### src/rtl/sram_bus_arbiter_pkg.sv
// Shared definitions for the IF/MEM sram-like port arbiter: source IDs,
// arbiter state encoding and request field widths.
package sram_bus_arbiter_pkg;

    localparam int ADDR_W = 32;
    localparam int DATA_W = 32;
    localparam int SIZE_W = 2;
    localparam int STRB_W = 4;

    typedef logic src_t;
    localparam src_t SRC_INST = 1'b0;
    localparam src_t SRC_DATA = 1'b1;

    typedef enum logic [1:0] {
        IDLE   = 2'd0,
        HOLD_I = 2'd1,
        HOLD_D = 2'd2
    } arb_state_e;

    typedef struct packed {
        logic              wr;
        logic [SIZE_W-1:0] size;
        logic [STRB_W-1:0] wstrb;
        logic [ADDR_W-1:0] addr;
        logic [DATA_W-1:0] wdata;
    } sram_req_t;

endpackage

### src/rtl/arb_order_fifo.sv
// 1-bit wide order FIFO remembering which side issued each accepted request.
// DEPTH must be a power of two so the pointers wrap on their own.
module arb_order_fifo #(
    parameter int DEPTH = 2
) (
    input  logic clk,
    input  logic resetn,
    input  logic push,
    input  logic push_src,
    input  logic pop,
    output logic head,
    output logic full,
    output logic empty
);
    localparam int PW = $clog2(DEPTH);
    localparam int CW = PW + 1;

    logic          mem_q [DEPTH];
    logic [PW-1:0] wr_ptr_q;
    logic [PW-1:0] rd_ptr_q;
    logic [CW-1:0] count_q;
    logic          push_en;
    logic          pop_en;

    assign full    = (count_q == CW'(DEPTH));
    assign empty   = (count_q == '0);
    assign head    = mem_q[rd_ptr_q];
    // A push at full is only safe when a pop frees the head slot in the same cycle.
    assign pop_en  = pop & ~empty;
    assign push_en = push & (~full | pop_en);

    always_ff @(posedge clk) begin
        if (!resetn) begin
            wr_ptr_q <= '0;
            rd_ptr_q <= '0;
            count_q  <= '0;
        end else begin
            if (push_en) wr_ptr_q <= wr_ptr_q + 1'b1;
            if (pop_en)  rd_ptr_q <= rd_ptr_q + 1'b1;
            if (push_en && !pop_en)      count_q <= count_q + 1'b1;
            else if (pop_en && !push_en) count_q <= count_q - 1'b1;
        end
    end

    always_ff @(posedge clk) begin
        if (push_en) mem_q[wr_ptr_q] <= push_src;
    end

endmodule

### src/rtl/sram_bus_arbiter.sv
// Shares one sram-like port between fetch and data sides: fixed data priority,
// grant held until address accept, responses routed back in issue order.
module sram_bus_arbiter
    import sram_bus_arbiter_pkg::*;
#(
    parameter int OUTSTANDING = 2
) (
    input  logic              clk,
    input  logic              resetn,
    input  logic              inst_req,
    input  logic              inst_wr,
    input  logic [SIZE_W-1:0] inst_size,
    input  logic [STRB_W-1:0] inst_wstrb,
    input  logic [ADDR_W-1:0] inst_addr,
    input  logic [DATA_W-1:0] inst_wdata,
    output logic              inst_addr_ok,
    output logic              inst_data_ok,
    output logic [DATA_W-1:0] inst_rdata,
    input  logic              data_req,
    input  logic              data_wr,
    input  logic [SIZE_W-1:0] data_size,
    input  logic [STRB_W-1:0] data_wstrb,
    input  logic [ADDR_W-1:0] data_addr,
    input  logic [DATA_W-1:0] data_wdata,
    output logic              data_addr_ok,
    output logic              data_data_ok,
    output logic [DATA_W-1:0] data_rdata,
    output logic              mem_req,
    output logic              mem_wr,
    output logic [SIZE_W-1:0] mem_size,
    output logic [STRB_W-1:0] mem_wstrb,
    output logic [ADDR_W-1:0] mem_addr,
    output logic [DATA_W-1:0] mem_wdata,
    input  logic              mem_addr_ok,
    input  logic              mem_data_ok,
    input  logic [DATA_W-1:0] mem_rdata,
    output logic              err_unexp
);
    arb_state_e state_q, state_d;
    logic       err_q, err_d;
    logic       grant_vld;
    src_t       grant_src;
    logic       accept;
    logic       resp_vld;
    logic       fifo_head, fifo_full, fifo_empty;
    sram_req_t  inst_pkt, data_pkt, mem_pkt;

    assign inst_pkt = {inst_wr, inst_size, inst_wstrb, inst_addr, inst_wdata};
    assign data_pkt = {data_wr, data_size, data_wstrb, data_addr, data_wdata};

    always_comb begin
        grant_vld = 1'b0;
        grant_src = SRC_INST;
        state_d   = state_q;
        unique case (state_q)
            IDLE: begin
                if (!fifo_full) begin
                    if (data_req) begin
                        grant_vld = 1'b1;
                        grant_src = SRC_DATA;
                    end else if (inst_req) begin
                        grant_vld = 1'b1;
                    end
                end
                if (grant_vld && !mem_addr_ok)
                    state_d = (grant_src == SRC_DATA) ? HOLD_D : HOLD_I;
            end
            // A dropped request in HOLD is a pipeline flush: release without a push.
            HOLD_I: begin
                grant_vld = inst_req;
                if (!inst_req || mem_addr_ok) state_d = IDLE;
            end
            HOLD_D: begin
                grant_vld = data_req;
                grant_src = SRC_DATA;
                if (!data_req || mem_addr_ok) state_d = IDLE;
            end
            default: state_d = IDLE;
        endcase
        if (!resetn) grant_vld = 1'b0;
    end

    assign mem_pkt = (grant_src == SRC_DATA) ? data_pkt : inst_pkt;
    assign mem_req = grant_vld;
    assign {mem_wr, mem_size, mem_wstrb, mem_addr, mem_wdata} = mem_pkt;

    assign accept       = grant_vld & mem_addr_ok;
    assign inst_addr_ok = accept & (grant_src == SRC_INST);
    assign data_addr_ok = accept & (grant_src == SRC_DATA);

    assign resp_vld     = resetn & mem_data_ok & ~fifo_empty;
    assign inst_data_ok = resp_vld & (fifo_head == SRC_INST);
    assign data_data_ok = resp_vld & (fifo_head == SRC_DATA);
    assign inst_rdata   = mem_rdata;
    assign data_rdata   = mem_rdata;
    assign err_unexp    = err_q;

    assign err_d = err_q | (mem_data_ok & fifo_empty);

    always_ff @(posedge clk) begin
        if (!resetn) begin
            state_q <= IDLE;
            err_q   <= 1'b0;
        end else begin
            state_q <= state_d;
            err_q   <= err_d;
        end
    end

    arb_order_fifo #(.DEPTH(OUTSTANDING)) u_order_fifo (
        .clk      (clk),
        .resetn   (resetn),
        .push     (accept),
        .push_src (grant_src),
        .pop      (resp_vld),
        .head     (fifo_head),
        .full     (fifo_full),
        .empty    (fifo_empty)
    );

endmodule

### config.mk
export PLATFORM = sky130hd
export DESIGN_NAME = sram_bus_arbiter
export DESIGN_NICKNAME = d
export VERILOG_FILES = /design/src/rtl/sram_bus_arbiter_pkg.sv /design/src/rtl/arb_order_fifo.sv /design/src/rtl/sram_bus_arbiter.sv
export SDC_FILE = /design/constraint.sdc
export NUM_CORES = 1
export LEC_CHECK = 0
export ABC_AREA = 1
export CAP_MARGIN = 5
export CORE_AREA = 2 2 123 125
export DETAILED_ROUTE_END_ITERATION = 12
export DIE_AREA = 0 0 125 127
export HOLD_SLACK_MARGIN = 0.1
export PLACE_DENSITY_LB_ADDON = 0.12
export RECOVER_POWER = 100
export SLEW_MARGIN = 20
export SYNTH_ARGS = -nofsm -noshare
export SYNTH_HDL_FRONTEND = slang
export SYNTH_SLANG_ARGS = --single-unit
### constraint.sdc
create_clock -name clk -period 3.1 [get_ports clk]
set_clock_uncertainty 0.2 [all_clocks]
set_input_delay 0.775 -clock clk [delete_from_list [all_inputs] [get_ports clk]]
set_output_delay 0.775 -clock clk [all_outputs]
set_load 0.05 [all_outputs]
* Word-level counts from Yosys, hierarchy flattened
Memory sizes are Yosys's and may differ from the RTL's. A register that Yosys moved wholly into a read port is not among the register bits.
Cells that the tools add are included.
** Storage, ports and cells
- RAM bits :: 2
- Memories kept :: 1
- Logic and storage cells :: 68
- Bits of input ports :: 180
- Output and inout bits :: 141
- Register bits :: 7
** Memory list
- u_order_fifo.mem_q :: words 2, bits a word 1, rd ports 1, clocked after Yosys merged registers in 1, write ports 1, RTL line arb_order_fifo.sv:18 : logic mem_q [DEPTH];
** Cells by class
- Eq/ne operators :: 6
- Add/subtract/negate cells :: 4
- Multiplexer cells :: 22
- Reduce and logical (&&, ||, !) cells :: 14
- Bitwise logic cells :: 16
** Operators with widths (count)
- 2-to-1 mux 71 bit :: 1
- 2-to-1 mux 1 bit :: 12
- 2-to-1 mux 2 bit :: 6
- bitwise AND 1 bit :: 10
- != test 2 bit, second input constant :: 3
- one-hot mux 2 bit (3 select lines) :: 1
- logical NOT 1 bit :: 5
- equality test 2 bit, second input constant :: 2
- logical NOT 2 bit :: 2
- inverter 1 bit :: 4
- logical AND 1 bit :: 3
- one-hot mux 1 bit (3 select lines) :: 1
- AND reduction 3 bit :: 1
- adder 1 bit, second input constant :: 2
- adder 2 x 1 -> 2 bit, second input constant :: 1
- equality test 2 x 1 -> 1 bit, second input constant :: 1
- logical OR 1 bit :: 2
- bitwise OR 1 bit :: 2
- one-hot mux 1 bit (2 select lines) :: 1
- nonzero test 2 bit :: 1
- subtractor 2 x 1 -> 2 bit, second input constant :: 1

* Longest topological paths before layout
Gate-level depths: netlist of the first run.
- Depth in word-level cells :: 12
- Depth in mapped cells :: 12
- Mapped depth without buffers :: 12

* By module
Synthesis of the first run repeated with hierarchy kept, for this count alone.
** Second synthesis, totals
- Cells, all modules :: 377
- Area total of the unflattened synthesis :: 1996.9 µm²
** Modules (own cells, without submodules)
- sram_bus_arbiter :: cells an instance 335, area each 1679.1 µm², instances 1, seq. area each 60.1 µm²
- arb_order_fifo :: cells an instance 42, area each 317.8 µm², instances 1, seq. area each 160.2 µm²

* Worst setup path before layout of the first run
No wires, ideal clock.
- Path kind :: input to output
- Start point :: in inst_req
- End point :: out data_addr_ok
- Stages on the path :: 6
- Setup slack :: -0.496 ns
- Required time :: 2.125 ns
- Buffers on the path :: 0
- Arrival time :: 2.621 ns
- Cells stage by stage :: inv_1 -> nand2_1 -> nand3_1 -> a21oi_1 -> nand2_1 -> nor2_1
** On the way
- Longest elaborated chain between the ends :: 8
** RTL lines
- from (decl) :: RTL line sram_bus_arbiter.sv:10 : input logic inst_req,
- 2-to-1 mux 1 bit :: RTL line sram_bus_arbiter.sv:61 : end else if (inst_req) begin
- 2-to-1 mux 1 bit :: RTL line sram_bus_arbiter.sv:58 : if (data_req) begin
- 2-to-1 mux 1 bit :: RTL line sram_bus_arbiter.sv:57 : if (!fifo_full) begin
- 2-to-1 mux 1 bit :: RTL line sram_bus_arbiter.sv:55 : unique case (state_q)
- one-hot mux 1 bit (3 select lines) * :: RTL line sram_bus_arbiter.sv:55
- 2-to-1 mux 1 bit * :: RTL line sram_bus_arbiter.sv:80 : if (!resetn) grant_vld = 1'b0;
- named net mem_req :: RTL line sram_bus_arbiter.sv:28 : output logic mem_req,
- bitwise AND 1 bit * :: RTL line sram_bus_arbiter.sv:87 : assign accept = grant_vld & mem_addr_ok;
- bitwise AND 1 bit * :: RTL line sram_bus_arbiter.sv:89 : assign data_addr_ok = accept & (grant_src == SRC_DATA);
- to (decl) :: RTL line sram_bus_arbiter.sv:25 : output logic data_addr_ok,
Mark *: on every way through the listed nets, which the timed path passes. The rest lies on a longest branch. The select of a mux whose other input is x is not followed.

* Final worst setup path of the first run
- Start point :: in data_req
- End point :: out mem_wdata[10]
** On the way
- Longest elaborated chain between the ends :: 5
** RTL lines
- from (decl) :: RTL line sram_bus_arbiter.sv:19 : input logic data_req,
- 2-to-1 mux 1 bit :: RTL line sram_bus_arbiter.sv:58
- 2-to-1 mux 1 bit :: RTL line sram_bus_arbiter.sv:57
- 2-to-1 mux 1 bit :: RTL line sram_bus_arbiter.sv:55
- one-hot mux 1 bit (2 select lines) :: RTL line sram_bus_arbiter.sv:55
- 2-to-1 mux 71 bit :: RTL line sram_bus_arbiter.sv:83 : assign mem_pkt = (grant_src == SRC_DATA) ? data_pkt : inst_pkt;
- to (decl) :: RTL line sram_bus_arbiter.sv:33 : output logic [DATA_W-1:0] mem_wdata,
Every way passes these cells. The select of a mux whose other input is x is not followed.

==> run summary, run 1 <==
TIMING
-----------------------------------------------------------------------------------------------------
Worst slew margin relative to its limit                                                        66.62%
Unrepaired setup endpoints after global routing                                                 false
Portion of the clock cycle consumed by the worst path in the final layout                      97.46%
Final sum of negative setup slack                                                                0 ns
Fin. max-slew vios                                                                                  0
Final period demand of the worst path                                                        3.021 ns
Maximum clock frequency                                                                     331.0 MHz
Worst Max-Slew Pin Slew                                                                     0.4990 ns
Final-report hold violation count                                                                   0
Final setup viols                                                                                   0

SYNTH
-----------------------------------------------------------------------------------------------------
Mean instance size in the synthesized netlist                                               5.795 um2
Compound-Gate Fraction of Synth Area                                                           3.796%
Number of warnings printed during yosys synthesis                                                   0
Post-Synth Simple-Gate Area                                                                    49.41%
Synthesized-area fraction occupied by xor and xnor cells                                      0.4152%
Yosys reg bits                                                                                     10
Mapped Cells                                                                                      364
Cell types occupying the most area after synthesis                                       sky130_fd_sc_hd__nand2_1, sky130_fd_sc_hd__buf_4, sky130_fd_sc_hd__nand2_2, sky130_fd_sc_hd__dfxtp_1, sky130_fd_sc_hd__buf_6
Multiplexer share of the synthesized area                                                          0%
Post-synthesis cell type with the largest combined area                                  sky130_fd_sc_hd__nand2_1
Netlist cell types                                                                                 21
Number of nets produced by synthesis                                                              545
Fraction of post-synthesis cell area in the top cell type by area                              33.45%
Fraction of the yosys area taken by sequential cells                                           10.44%
Post-synthesis share of cell area spent on full adders, half adders and majority gates        0.5931%
Mapped cell area                                                                         0.002110 mm2
Combinational family with the most area after synthesis                                  simple AND/OR/NAND/NOR gates

GLOBAL ROUTE
-----------------------------------------------------------------------------------------------------
First-pass GRT wire length                                                                   13.81 mm
Global route overflow                                                                               0
Via count of the first global-routing pass                                                       2525
Largest net degree at the start of global routing                                                  34
Antenna violations before repair                                                                    0
GR Util All Layers                                                                             10.65%

CELLS AND AREA
-----------------------------------------------------------------------------------------------------
Number of antenna cells inserted                                                                    0
Number of nets at the end of the flow                                                             706
Share of final-layout standard cells stronger than drive strength 1                            26.34%
P&R area growth vs syn                                                                         94.19%
Filler-free cell count of the finished design                                                     708

CLOCK NETWORK
-----------------------------------------------------------------------------------------------------
Clock tree from TritonCTS                                                                         yes
Number of levels the H-tree was split into                                                          1
Quantity of hold-fixing buffers added after cts                                                     0
Max Buffers Root-to-Sink                                                                            2
Clk root buf                                                                             sky130_fd_sc_hd__clkbuf_16
Number of buffers added by the clock tree synthesis step                                            3
Worst-path clk slew                                                                           0.04 ns
Clk_lat worst skew                                                                            0.24 ns
Number of sinks on the clock net                                                                   10

PWR
-----------------------------------------------------------------------------------------------------
Part of the power in registers                                                                   7.7%
Final Total Pwr                                                                              2.076 mW
Switching Share                                                                                55.28%
Sw power                                                                                     1.147 mW
Fraction of power consumed by the clock network                                                 11.0%
Pwr Density                                                                              506.7 mW/mm2
Cell internal power dissipation                                                              928.4 uW
Leakage power summed over all cells                                                          2.007 nW
Maximum ir drop on the vdd rail                                                             0.2302 mV
Comb pwr share                                                                                  81.4%

SETUP PATH
-----------------------------------------------------------------------------------------------------
Worst-case register-to-register setup slack                                                   1.16 ns
Data required time of the critical path                                                       2.12 ns
Slowest cell on the critical path                                                        sky130_fd_sc_hd__buf_12
Arrival time reported for the critical path endpoint                                          2.05 ns
Startpoint of the most critical setup path                                                   data_req
Cell chain of the critical path                                                          dlygate4sd2_1 > nand2_2 > o21ai_4 > buf_12 > nand2_2 > nand2_1 > clkbuf_4
Buf+Inv Stages, Crit Path                                                                           3
Crit path kind                                                                              in -> out
Most used cell along the critical path                                                   sky130_fd_sc_hd__nand2_2
Kind of cell adding the most delay to the critical path                                  buffers and inverters
Launching point of the worst reg2reg path                                                state_q[1]$_SDFFE_PN0P_
Type of origin of the critical path                                                        input port
Crit path capture type                                                                   primary output
Worst r2r path cells                                                                               11
Delay of the slowest critical-path stage                                                      0.27 ns
Crit-path max FO                                                                                   33
End of the worst register-to-register path                                               u_order_fifo.count_q[1]$_SDFFE_PN0P_

PLACEMENT
-----------------------------------------------------------------------------------------------------
Final HPWL from detailed placement                                                           7.770 mm
Weighted congestion reported at the end of routability-driven placement                        0.7689
Total placed cells including tap cells                                                            703
Number of port buffers                                                                            224

DETAILED ROUTING
-----------------------------------------------------------------------------------------------------
First-iteration detailed-routing DRC count                                                         60
DRC viols                                                                                           0
Aggregate routed wire length                                                                 9.277 mm
DR WL/cell                                                                                   13.10 um
Via density                                                                                     3.655
Overall via count from detail_route                                                              2588
Antenna viol nets, final                                                                            0
Number of detailed-route iterations in the first pass                                               4

FLOORPLANNING
-----------------------------------------------------------------------------------------------------
Die Area                                                                                  0.01588 mm2
Area of the core                                                                          0.01442 mm2
Chip width                                                                                     125 um
Die H                                                                                          127 um
Initial Util                                                                                   14.63%
Site row count                                                                                     44
Number of I/O pins                                                                                321

WORST HOLD PATH
-----------------------------------------------------------------------------------------------------
Hold Path Origin                                                                         err_unexp$_SDFF_PN0_
Hold path cells                                                                                     2
Worst hold path type                                                                       reg -> reg
End point of the worst hold path                                                         err_unexp$_SDFF_PN0_

STATUS
-----------------------------------------------------------------------------------------------------
Status                                                                                   finished clean

RUN
-----------------------------------------------------------------------------------------------------
Max cap viols                                                                                       0

-- worst reg2reg max path, cell delays in order (launching register included) --
cell	delay, ns
sky130_fd_sc_hd__dfxtp_1	0.33
sky130_fd_sc_hd__nor2_2	0.17
sky130_fd_sc_hd__inv_2	0.07
sky130_fd_sc_hd__nand2_1	0.09
sky130_fd_sc_hd__nand2_1	0.05
sky130_fd_sc_hd__nand4_1	0.13
sky130_fd_sc_hd__inv_1	0.06
sky130_fd_sc_hd__ha_1	0.30
sky130_fd_sc_hd__a21oi_1	0.11
sky130_fd_sc_hd__o21ai_0	0.10
sky130_fd_sc_hd__o21ai_0	0.16
sky130_fd_sc_hd__a21oi_1	0.05
-- cell families (layout without fill, tap and decap cells) --
family,after synthesis,after routing
adder cells (fa/ha/maj),1,1
AO/OA/AOI/OAI,13,13
buffers and inverters,93,253
XOR/XNOR,1,1
flip-flops,10,10
AND/OR/NAND/NOR,246,246
-- cells in the mapped netlist (all sizes together) --
cell type,instances
a31oi,1
nand4,3
o21ai,5
nand2,228
a21oi,6
o21bai,1
ha,1
nor2,12
nand3,3
dfxtp,8
buf,79
inv,14
edfxtp,2
xor2,1
-- area by class of cell --
cell class / count / area, um2
clock buffers: 3 / 75.07
clock inverters: 1 / 3.754
fillers: 1624 / 10330
inverters: 14 / 52.55
multi-input cells: 261 / 1161
flip-flops and latches: 10 / 220.2
well taps: 184 / 230.2
repair buffers: 235 / 2354
-- state kept, by name, indices dropped and copies added, names as in the netlist, named ones only --
name,count
u_order_fifo.wr_ptr_q,1
u_order_fifo.rd_ptr_q,1
u_order_fifo.mem_q,2
u_order_fifo.count_q,2
err_unexp,1
state_q,2
-- metal layers --
layer	vias up	wire length, um	part of all wire [%]	GRT usage (%)
li1	1348	-	-	-
met1	1063	3514	38	11.84
met2	157	4598	50	19.15
met3	20	1039	11	4.397
met4	0	124	1.3	2.222
met5	-	0	0	0
-- cell usage in the layout (no fill, tap or decap), drive strengths merged --
master,count
dlygate4sd3,1
clkinv,1
o21bai,1
xor2,1
ha,1
inv,14
nor2,12
nand3,3
nand4,3
edfxtp,2
clkbuf,52
dlymetal6s2s,1
a21oi,6
o21ai,5
a31oi,1
clkdlybuf4s50,145
buf,38
dlygate4sd2,1
dfxtp,8
nand2,228
-- worst max-delay path by stage --
stage          slack, ns            end  cells after the start
4_1_cts           0.0005   inst_addr_ok                      8
5_1_grt            0.008  mem_wdata[21]                      7
6_report            0.08  mem_wdata[10]                      7
3_3_place_gp       -0.18    mem_addr[0]                      7
2_1_floorplan      -0.16   data_addr_ok                      6
3_5_place_dp       -0.21   mem_addr[16]                      7
-- power groups by stage --
stage / logic, mW / registers (mW) / clock network [mW]
after floorplan: 1.31 / 0.166 / 0
after global placement: 2.16 / 0.161 / 0
after detailed placement: 2.16 / 0.161 / 0
after CTS: 2.18 / 0.159 / 0.234
after global routing: 1.79 / 0.161 / 0.241
final: 1.69 / 0.159 / 0.227
-- per-stage QoR --
stage	hold WS [ns]	worst slack, ns	util (%)	area (um2)
2_1_floorplan	0.2725	-0.1642	-	2113
3_3_place_gp	0.2697	-0.1779	32.87	4741
3_5_place_dp	0.2679	-0.2085	32.87	4741
4_1_cts	0.2924	0.0004932	33.58	4843
5_1_grt	0.3048	0.008235	28.40	4096
6_report	0.2829	0.07870	28.40	4096
-- repair_timing --
action,CTS,global route
setup buffers,1,0
gates resized for setup,6,7
pin swaps,2,2
setup endpoints to repair,73,4
No activity file was read; power rests on OpenSTA's default activity.
==> run 2, diff against run 1 <==
--- a/config.mk
+++ b/config.mk
@@ -7,9 +7,10 @@
 export LEC_CHECK = 0
 export ABC_AREA = 1
 export CAP_MARGIN = 5
-export CORE_AREA = 2 2 123 125
+export CORE_AREA = 2 2 124 126
 export DETAILED_ROUTE_END_ITERATION = 12
-export DIE_AREA = 0 0 125 127
+export DIE_AREA = 0 0 126 128
+export DONT_BUFFER_PORTS = 1
 export HOLD_SLACK_MARGIN = 0.1
 export PLACE_DENSITY_LB_ADDON = 0.12
 export RECOVER_POWER = 100
==> run 2 against run 1 <==
First-iteration DRC count is 10% lower. Global-route usage fell by 2.4 points. Via count fell by 19%. Total power is 17% lower. Fmax increased by 3.6%. Largest cell class is now multi-input gates. Sequential power rose by 4%. Highest routed layer unchanged.
==> run summary, run 2 (synthesis results as in run 1) <==
STATUS
----------------------------------------------------------------------------------------
Status                                                                      finished clean

PLACEMENT
----------------------------------------------------------------------------------------
Setup Slack @ Placement                                                        0.2285 ns   +0.4369 ns
Number of port buffers                                                                 0   -100%
Total placed cells including tap cells                                               553   -21%
Weighted congestion reported at the end of routability-driven placement           0.7456   -3.0%
Placed standard-cell area                                                   0.003182 mm2   -33%
Final HPWL from detailed placement                                              6.690 mm   -14%

SETUP PATH
----------------------------------------------------------------------------------------
Arrival time reported for the critical path endpoint                             1.94 ns   -0.11 ns
Slowest cell on the critical path                                           sky130_fd_sc_hd__dlymetal6s2s_1
End of the worst register-to-register path                                  u_order_fifo.count_q[1]$_SDFFE_PN0P_
Crit path kind                                                                 in -> out
Worst r2r path cells                                                                  11   unchanged
Delay of the slowest critical-path stage                                         0.41 ns   +0.14 ns
Cell chain of the critical path                                             nand2_2 > o21ai_4 > inv_2 > buf_12 > nand2_1 > nand2_1 > dlymetal6s2s_1
Launching point of the worst reg2reg path                                   u_order_fifo.count_q[0]$_SDFFE_PN0P_
Type of origin of the critical path                                           input port
Kind of cell adding the most delay to the critical path                     buffers and inverters
Crit-path max FO                                                                      32   -3.0%
Data required time of the critical path                                          2.12 ns   about the same
Most used cell along the critical path                                      sky130_fd_sc_hd__nand2_1
Buf+Inv Stages, Crit Path                                                              3   unchanged
Worst-case register-to-register setup slack                                      1.13 ns   -0.03 ns
Crit path capture type                                                      primary output

TIMING
----------------------------------------------------------------------------------------
Fin. max-slew vios                                                                     0   unchanged
Final-report hold violation count                                                      0   unchanged
Worst slew margin relative to its limit                                           58.33%   -8.3 points
Final setup viols                                                                      0   unchanged
Unrepaired setup endpoints after global routing                                    false
Final sum of negative setup slack                                                   0 ns   unchanged
Final period demand of the worst path                                           2.917 ns   -0.1044 ns
Maximum clock frequency                                                        342.8 MHz   +3.6%
Portion of the clock cycle consumed by the worst path in the final layout         94.09%   -3.4 points
Final WS setup                                                                 0.1831 ns   +0.1044 ns
Worst Hold Slack                                                               0.3096 ns   +0.02674 ns
Worst Max-Slew Pin Slew                                                        0.6277 ns   +0.1287 ns

WORST HOLD PATH
----------------------------------------------------------------------------------------
End point of the worst hold path                                            u_order_fifo.rd_ptr_q$_SDFFE_PN0P_
Worst hold path type                                                          reg -> reg
Hold Path Origin                                                            u_order_fifo.rd_ptr_q$_SDFFE_PN0P_
Hold path cells                                                                        2   unchanged

CELLS AND AREA
----------------------------------------------------------------------------------------
Number of antenna cells inserted                                                       0   unchanged
Filler Cells Inserted                                                               1757   +8.2%
Filler-free cell count of the finished design                                        557   -21%
Share of final-layout standard cells stronger than drive strength 1               29.27%   +2.9 points
Biggest registers after layout                                              state_q x2, u_order_fifo.count_q x2, u_order_fifo.mem_q x2
P&R area growth vs syn                                                            9.016%
Most frequent standard cell in the layout excluding fill and tap cells      sky130_fd_sc_hd__nand2_1
Area of all placed cells without fillers                                    0.002300 mm2   -44%
Top library cells by usage in the layout, fill and taps aside               sky130_fd_sc_hd__nand2_1, sky130_fd_sc_hd__clkbuf_2, sky130_fd_sc_hd__nand2_2
Number of nets at the end of the flow                                                551   -22%

GLOBAL ROUTE
----------------------------------------------------------------------------------------
GR Util All Layers                                                                8.234%   -2.4 points
Global Route met3 Usage                                                           3.005%   -1.4 points
Met2 Track Usage GR                                                               14.14%   -5.0 points
Busiest layer in global routing                                                     met2
Via count of the first global-routing pass                                          2000   -21%
Met1 layer usage reported by global route                                         9.258%   -2.6 points
First-pass GRT wire length                                                      10.63 mm   -23%
Antenna violations before repair                                                       0   unchanged
Largest net degree at the start of global routing                                     39   +15%
Global route overflow                                                                  0   unchanged

CLOCK NETWORK
----------------------------------------------------------------------------------------
Clk_lat worst skew                                                               0.23 ns   about the same
Clock tree from TritonCTS                                                            yes
Number of buffers added by the clock tree synthesis step                               3   unchanged
Quantity of hold-fixing buffers added after cts                                        0   unchanged
Clk root buf                                                                sky130_fd_sc_hd__clkbuf_16
Number of levels the H-tree was split into                                             1   unchanged
Gates resized, CTS repair                                                              0   -6
Buffers inserted during post-CTS setup optimization                                    0   -1
Number of sinks on the clock net                                                      10   unchanged
Max Buffers Root-to-Sink                                                               2   unchanged
Worst-path clk slew                                                              0.04 ns   about the same

FLOORPLANNING
----------------------------------------------------------------------------------------
Site row count                                                                        45   +2.3%
Chip width                                                                        126 um   +0.80%
Number of I/O pins                                                                   321   unchanged
Die Area                                                                     0.01613 mm2   +1.6%
Initial Util                                                                      14.19%   -0.43 points
Die H                                                                             128 um   +0.79%
Area of the core                                                             0.01486 mm2   +3.1%

PWR
----------------------------------------------------------------------------------------
Leakage power summed over all cells                                             1.378 nW   -31%
Pwr Density                                                                 745.4 mW/mm2   +47%
Maximum ir drop on the vdd rail                                                0.3132 mV   +36%

RUN
----------------------------------------------------------------------------------------
Max cap viols                                                                          0   unchanged

DETAILED ROUTING
----------------------------------------------------------------------------------------
Antenna viol nets, final                                                               0   unchanged
Aggregate routed wire length                                                    7.613 mm   -18%
DRC viols                                                                              0   unchanged
Overall via count from detail_route                                                 2098   -19%
Number of detailed-route iterations in the first pass                                  4   unchanged
First-iteration detailed-routing DRC count                                            54   -10%
DR WL/cell                                                                      13.67 um   +4.3%
Via density                                                                        3.767   +3.0%

-- run 2: cell types whose count changed in the layout (fill, tap and decap cells not counted), moves of 3 or more --
| cell | before | now |
|---|---|---|
| sky130_fd_sc_hd__clkdlybuf4s50_1 | 145 | 0 |
| sky130_fd_sc_hd__clkbuf_2 | 0 | 51 |
| sky130_fd_sc_hd__clkbuf_4 | 47 | 0 |
| sky130_fd_sc_hd__buf_4 | 18 | 2 |
| sky130_fd_sc_hd__buf_12 | 16 | 6 |
| sky130_fd_sc_hd__dlymetal6s2s_1 | 1 | 11 |
| sky130_fd_sc_hd__clkbuf_1 | 1 | 10 |
| sky130_fd_sc_hd__buf_6 | 4 | 0 |
| sky130_fd_sc_hd__nor2_1 | 7 | 11 |
| sky130_fd_sc_hd__nor2_2 | 4 | 1 |
-- run 2: cell type report --
| type | count | area [um2] | area share, % |
|---|---|---|---|
| Timing Repair Buffer | 80 | 565.5 | 24.59 |
| Multi-Input combinational cell | 261 | 1147 | 49.89 |
| Clock buffer | 3 | 75.07 | 3.264 |
| Clock inverter | 1 | 3.754 | 0.1632 |
| Inverter | 14 | 52.55 | 2.285 |
| Sequential cell | 10 | 220.2 | 9.576 |
| Tap cell | 188 | 235.2 | 10.23 |
-- run 2: power breakdown --
group	switching, mW	total (mW)	leakage, nW	internal [mW]
Sequential	0.0166	0.166	0.0839	0.149
Clock	0.0548	0.223	0.0385	0.169
Combinational	1.02	1.33	1.26	0.303
-- run 2: worst reg2reg max path, delay by kind of cell (launching register included) --
family / cells / cell delay [ns]
compound gates: 4 / 0.43
buf+inv: 2 / 0.18
simple gates: 4 / 0.43
flops: 1 / 0.31
fa+ha+maj: 1 / 0.31
-- run 2: stage by stage --
| step | total power [mW] | util, % |
|---|---|---|
| after floorplan | 1.481 | - |
| after global placement | 2.113 | 21.41 |
| after detailed placement | 2.112 | 21.41 |
| after CTS | 2.344 | 21.94 |
| after global routing | 1.816 | 15.47 |
| final | 1.714 | 15.47 |
-- run 2: worst max-delay path by stage --
stage	startpoint	to	slack [ns]	depth (start not counted)
after floorplan	inst_req	data_addr_ok	-0.16	6
after global placement	data_req	mem_addr[0]	0.24	6
after detailed placement	data_req	mem_addr[0]	0.23	6
after CTS	data_req	mem_addr[0]	0.23	6
after global routing	u_order_fifo.count_q[1]$_SDFFE_PN0P_	mem_wdata[14]	0.09	8
final	data_req	mem_wdata[0]	0.18	7
-- run 2: metal layers --
| metal | vias up | wire (um) |
|---|---|---|
| met2 | 147 | 3726 |
| met1 | 883 | 2765 |
| met4 | 0 | 244 |
| met5 | - | 0 |
| li1 | 1041 | - |
| met3 | 27 | 877 |
==> run 3, diff against run 2 <==
--- a/config.mk
+++ b/config.mk
@@ -7,13 +7,16 @@
 export LEC_CHECK = 0
 export ABC_AREA = 1
 export CAP_MARGIN = 5
-export CORE_AREA = 2 2 124 126
+export CELL_PAD_IN_SITES_DETAIL_PLACEMENT = 1
+export CELL_PAD_IN_SITES_GLOBAL_PLACEMENT = 1
+export CORE_AREA = 2 2 125 127
 export DETAILED_ROUTE_END_ITERATION = 12
-export DIE_AREA = 0 0 126 128
+export DIE_AREA = 0 0 127 129
 export DONT_BUFFER_PORTS = 1
 export HOLD_SLACK_MARGIN = 0.1
 export PLACE_DENSITY_LB_ADDON = 0.12
 export RECOVER_POWER = 100
+export SKIP_LAST_GASP = 1
 export SLEW_MARGIN = 20
 export SYNTH_ARGS = -nofsm -noshare
 export SYNTH_HDL_FRONTEND = slang
==> run 3 against run 2 <==
Utilization is 0.59 points lower. Clock-buffer cell count did not move. Via count up 0.52%. Combinational power decreased by 3%. Critical path type is now reg -> out.
==> run summary, run 3 (synthesis results as in run 1) <==
TIMING
----------------------------------------------------------------------------------------
Portion of the clock cycle consumed by the worst path in the final layout         90.14%   -4.0 points
Final setup viols                                                                      0   unchanged
Final sum of negative setup slack                                                   0 ns   unchanged
Worst slew margin relative to its limit                                           59.38%   +1.1 points
Fin. max-slew vios                                                                     0   unchanged
Unrepaired setup endpoints after global routing                                    false
Final period demand of the worst path                                           2.794 ns   -0.1226 ns
Maximum clock frequency                                                        357.9 MHz   +4.4%
Final-report hold violation count                                                      0   unchanged
Worst Max-Slew Pin Slew                                                        0.6119 ns   -0.01582 ns

WORST HOLD PATH
----------------------------------------------------------------------------------------
Hold Path Origin                                                            u_order_fifo.rd_ptr_q$_SDFFE_PN0P_
Hold path cells                                                                        2   unchanged
End point of the worst hold path                                            u_order_fifo.rd_ptr_q$_SDFFE_PN0P_
Worst hold path type                                                          reg -> reg

CLOCK NETWORK
----------------------------------------------------------------------------------------
Worst-path clk slew                                                              0.04 ns   about the same
Clk root buf                                                                sky130_fd_sc_hd__clkbuf_16
Number of sinks on the clock net                                                      10   unchanged
Clock tree from TritonCTS                                                            yes
Max Buffers Root-to-Sink                                                               2   unchanged
Gates resized, CTS repair                                                              0   unchanged
Quantity of hold-fixing buffers added after cts                                        0   unchanged
Number of buffers added by the clock tree synthesis step                               3   unchanged
Number of levels the H-tree was split into                                             1   unchanged
Clk_lat worst skew                                                               0.23 ns   about the same
Buffers inserted during post-CTS setup optimization                                    0   unchanged

SETUP PATH
----------------------------------------------------------------------------------------
End of the worst register-to-register path                                  u_order_fifo.count_q[1]$_SDFFE_PN0P_
Worst r2r path cells                                                                  11   unchanged
Data required time of the critical path                                          2.12 ns   about the same
Crit path kind                                                                reg -> out
Crit-path max FO                                                                      37   +16%
Crit path capture type                                                      primary output
Worst-case register-to-register setup slack                                      1.05 ns   -0.08 ns
Arrival time reported for the critical path endpoint                             1.82 ns   -0.12 ns
Type of origin of the critical path                                            flip-flop
Launching point of the worst reg2reg path                                   state_q[1]$_SDFFE_PN0P_

CELLS AND AREA
----------------------------------------------------------------------------------------
Filler Cells Inserted                                                               1927   +9.7%
Core Util, Final                                                                  14.88%   -0.59 points
Most frequent standard cell in the layout excluding fill and tap cells      sky130_fd_sc_hd__nand2_1
P&R area growth vs syn                                                            5.635%
Biggest registers after layout                                              state_q x2, u_order_fifo.count_q x2, u_order_fifo.mem_q x2
Number of nets at the end of the flow                                                551   unchanged
Number of antenna cells inserted                                                       0   unchanged
Share of final-layout standard cells stronger than drive strength 1               33.33%   +4.1 points
Top library cells by usage in the layout, fill and taps aside               sky130_fd_sc_hd__nand2_1, sky130_fd_sc_hd__clkbuf_2, sky130_fd_sc_hd__nand2_2, sky130_fd_sc_hd__inv_1, sky130_fd_sc_hd__nor2_1

PWR
----------------------------------------------------------------------------------------
Maximum ir drop on the vdd rail                                                0.2486 mV   -21%
Leakage power summed over all cells                                             1.293 nW   -6.2%
Pwr Density                                                                 758.1 mW/mm2   +1.7%

FLOORPLANNING
----------------------------------------------------------------------------------------
Number of I/O pins                                                                   321   unchanged
Area of the core                                                             0.01498 mm2   +0.76%
Die H                                                                             129 um   +0.78%
Die Area                                                                     0.01638 mm2   +1.6%
Initial Util                                                                      14.09%   -0.11 points
Site row count                                                                        45   unchanged
Chip width                                                                        127 um   +0.79%

GLOBAL ROUTE
----------------------------------------------------------------------------------------
GR Util All Layers                                                                7.921%   -0.31 points
First-pass GRT wire length                                                      10.69 mm   +0.53%
Via count of the first global-routing pass                                          2148   +7.4%
Largest net degree at the start of global routing                                     39   unchanged
Antenna violations before repair                                                       0   unchanged
Global route overflow                                                                  0   unchanged

DETAILED ROUTING
----------------------------------------------------------------------------------------
Via density                                                                        3.786   +0.52%
Antenna viol nets, final                                                               0   unchanged
Number of detailed-route iterations in the first pass                                  4   unchanged
Aggregate routed wire length                                                    7.444 mm   -2.2%
DRC viols                                                                              0   unchanged
Overall via count from detail_route                                                 2109   +0.52%
First-iteration detailed-routing DRC count                                            43   -20%
DR WL/cell                                                                      13.36 um   -2.2%

RUN
----------------------------------------------------------------------------------------
Max cap viols                                                                          0   unchanged

PLACEMENT
----------------------------------------------------------------------------------------
Number of port buffers                                                                 0   unchanged
Final HPWL from detailed placement                                              6.369 mm   -4.8%
Weighted congestion reported at the end of routability-driven placement           0.6939   -6.9%

STATUS
----------------------------------------------------------------------------------------
Status                                                                      finished clean

-- run 3: final cells by class --
| class | count | area (um2) | area share [%] |
|---|---|---|---|
| clock buffers | 3 | 75.07 | 3.369 |
| clock inverters | 1 | 3.754 | 0.1684 |
| inverters | 14 | 52.55 | 2.358 |
| multi-input cells | 261 | 1145 | 51.38 |
| flip-flops and latches | 10 | 220.2 | 9.882 |
| well taps | 188 | 235.2 | 10.56 |
| repair buffers | 80 | 496.7 | 22.29 |
-- run 3: worst max-delay path by stage --
stage                                 start      endpoint  cells past startpoint
detailed placement                 data_req        mem_wr                      6
global placement                   data_req  mem_addr[30]                      6
floorplan                          inst_req  data_addr_ok                      6
CTS                                data_req        mem_wr                      6
finish              state_q[1]$_SDFFE_PN0P_  mem_addr[26]                      8
global route        state_q[1]$_SDFFE_PN0P_  data_addr_ok                      7
-- run 3: worst max-delay path, cell delays in order, from the launching register on --
cell	delay (ns)
sky130_fd_sc_hd__dfxtp_1	0.33
sky130_fd_sc_hd__nor2_1	0.16
sky130_fd_sc_hd__inv_1	0.11
sky130_fd_sc_hd__o21ai_4	0.24
sky130_fd_sc_hd__inv_1	0.15
sky130_fd_sc_hd__buf_12	0.19
sky130_fd_sc_hd__nand2_1	0.09
sky130_fd_sc_hd__nand2_1	0.06
sky130_fd_sc_hd__clkbuf_2	0.24
-- run 3: power breakdown --
part           total (mW)  internal (mW)  switching [mW]  leakage [nW]
Combinational        1.29          0.287            1.01          1.17
Clock               0.229          0.169          0.0601        0.0385
Sequential          0.166          0.149          0.0169        0.0839
Total                1.69          0.605            1.08          1.29
-- run 3: routing by layer --
layer  vias up  track usage [%]  wire, um
li1       1039                -         -
met1       904            8.982      2659
met2       149            14.48      3738
met3        17            3.119       956
met4         0           0.9696        89
met5         -                0         0
-- run 3: per-stage QoR --
step                      area, um2  std cells  total power, mW  setup WS (ns)  hold WS, ns
after global placement         2706        553            1.808         0.4375       0.2923
after global routing           2228        557            1.798         0.1665       0.3386
after detailed placement       2706        553            1.817         0.4031       0.3040
after CTS                      2785        557            2.055         0.4000       0.3209
final                          2228        557            1.689         0.3057       0.3137
after floorplan                2113        364            1.481        -0.1642       0.2725
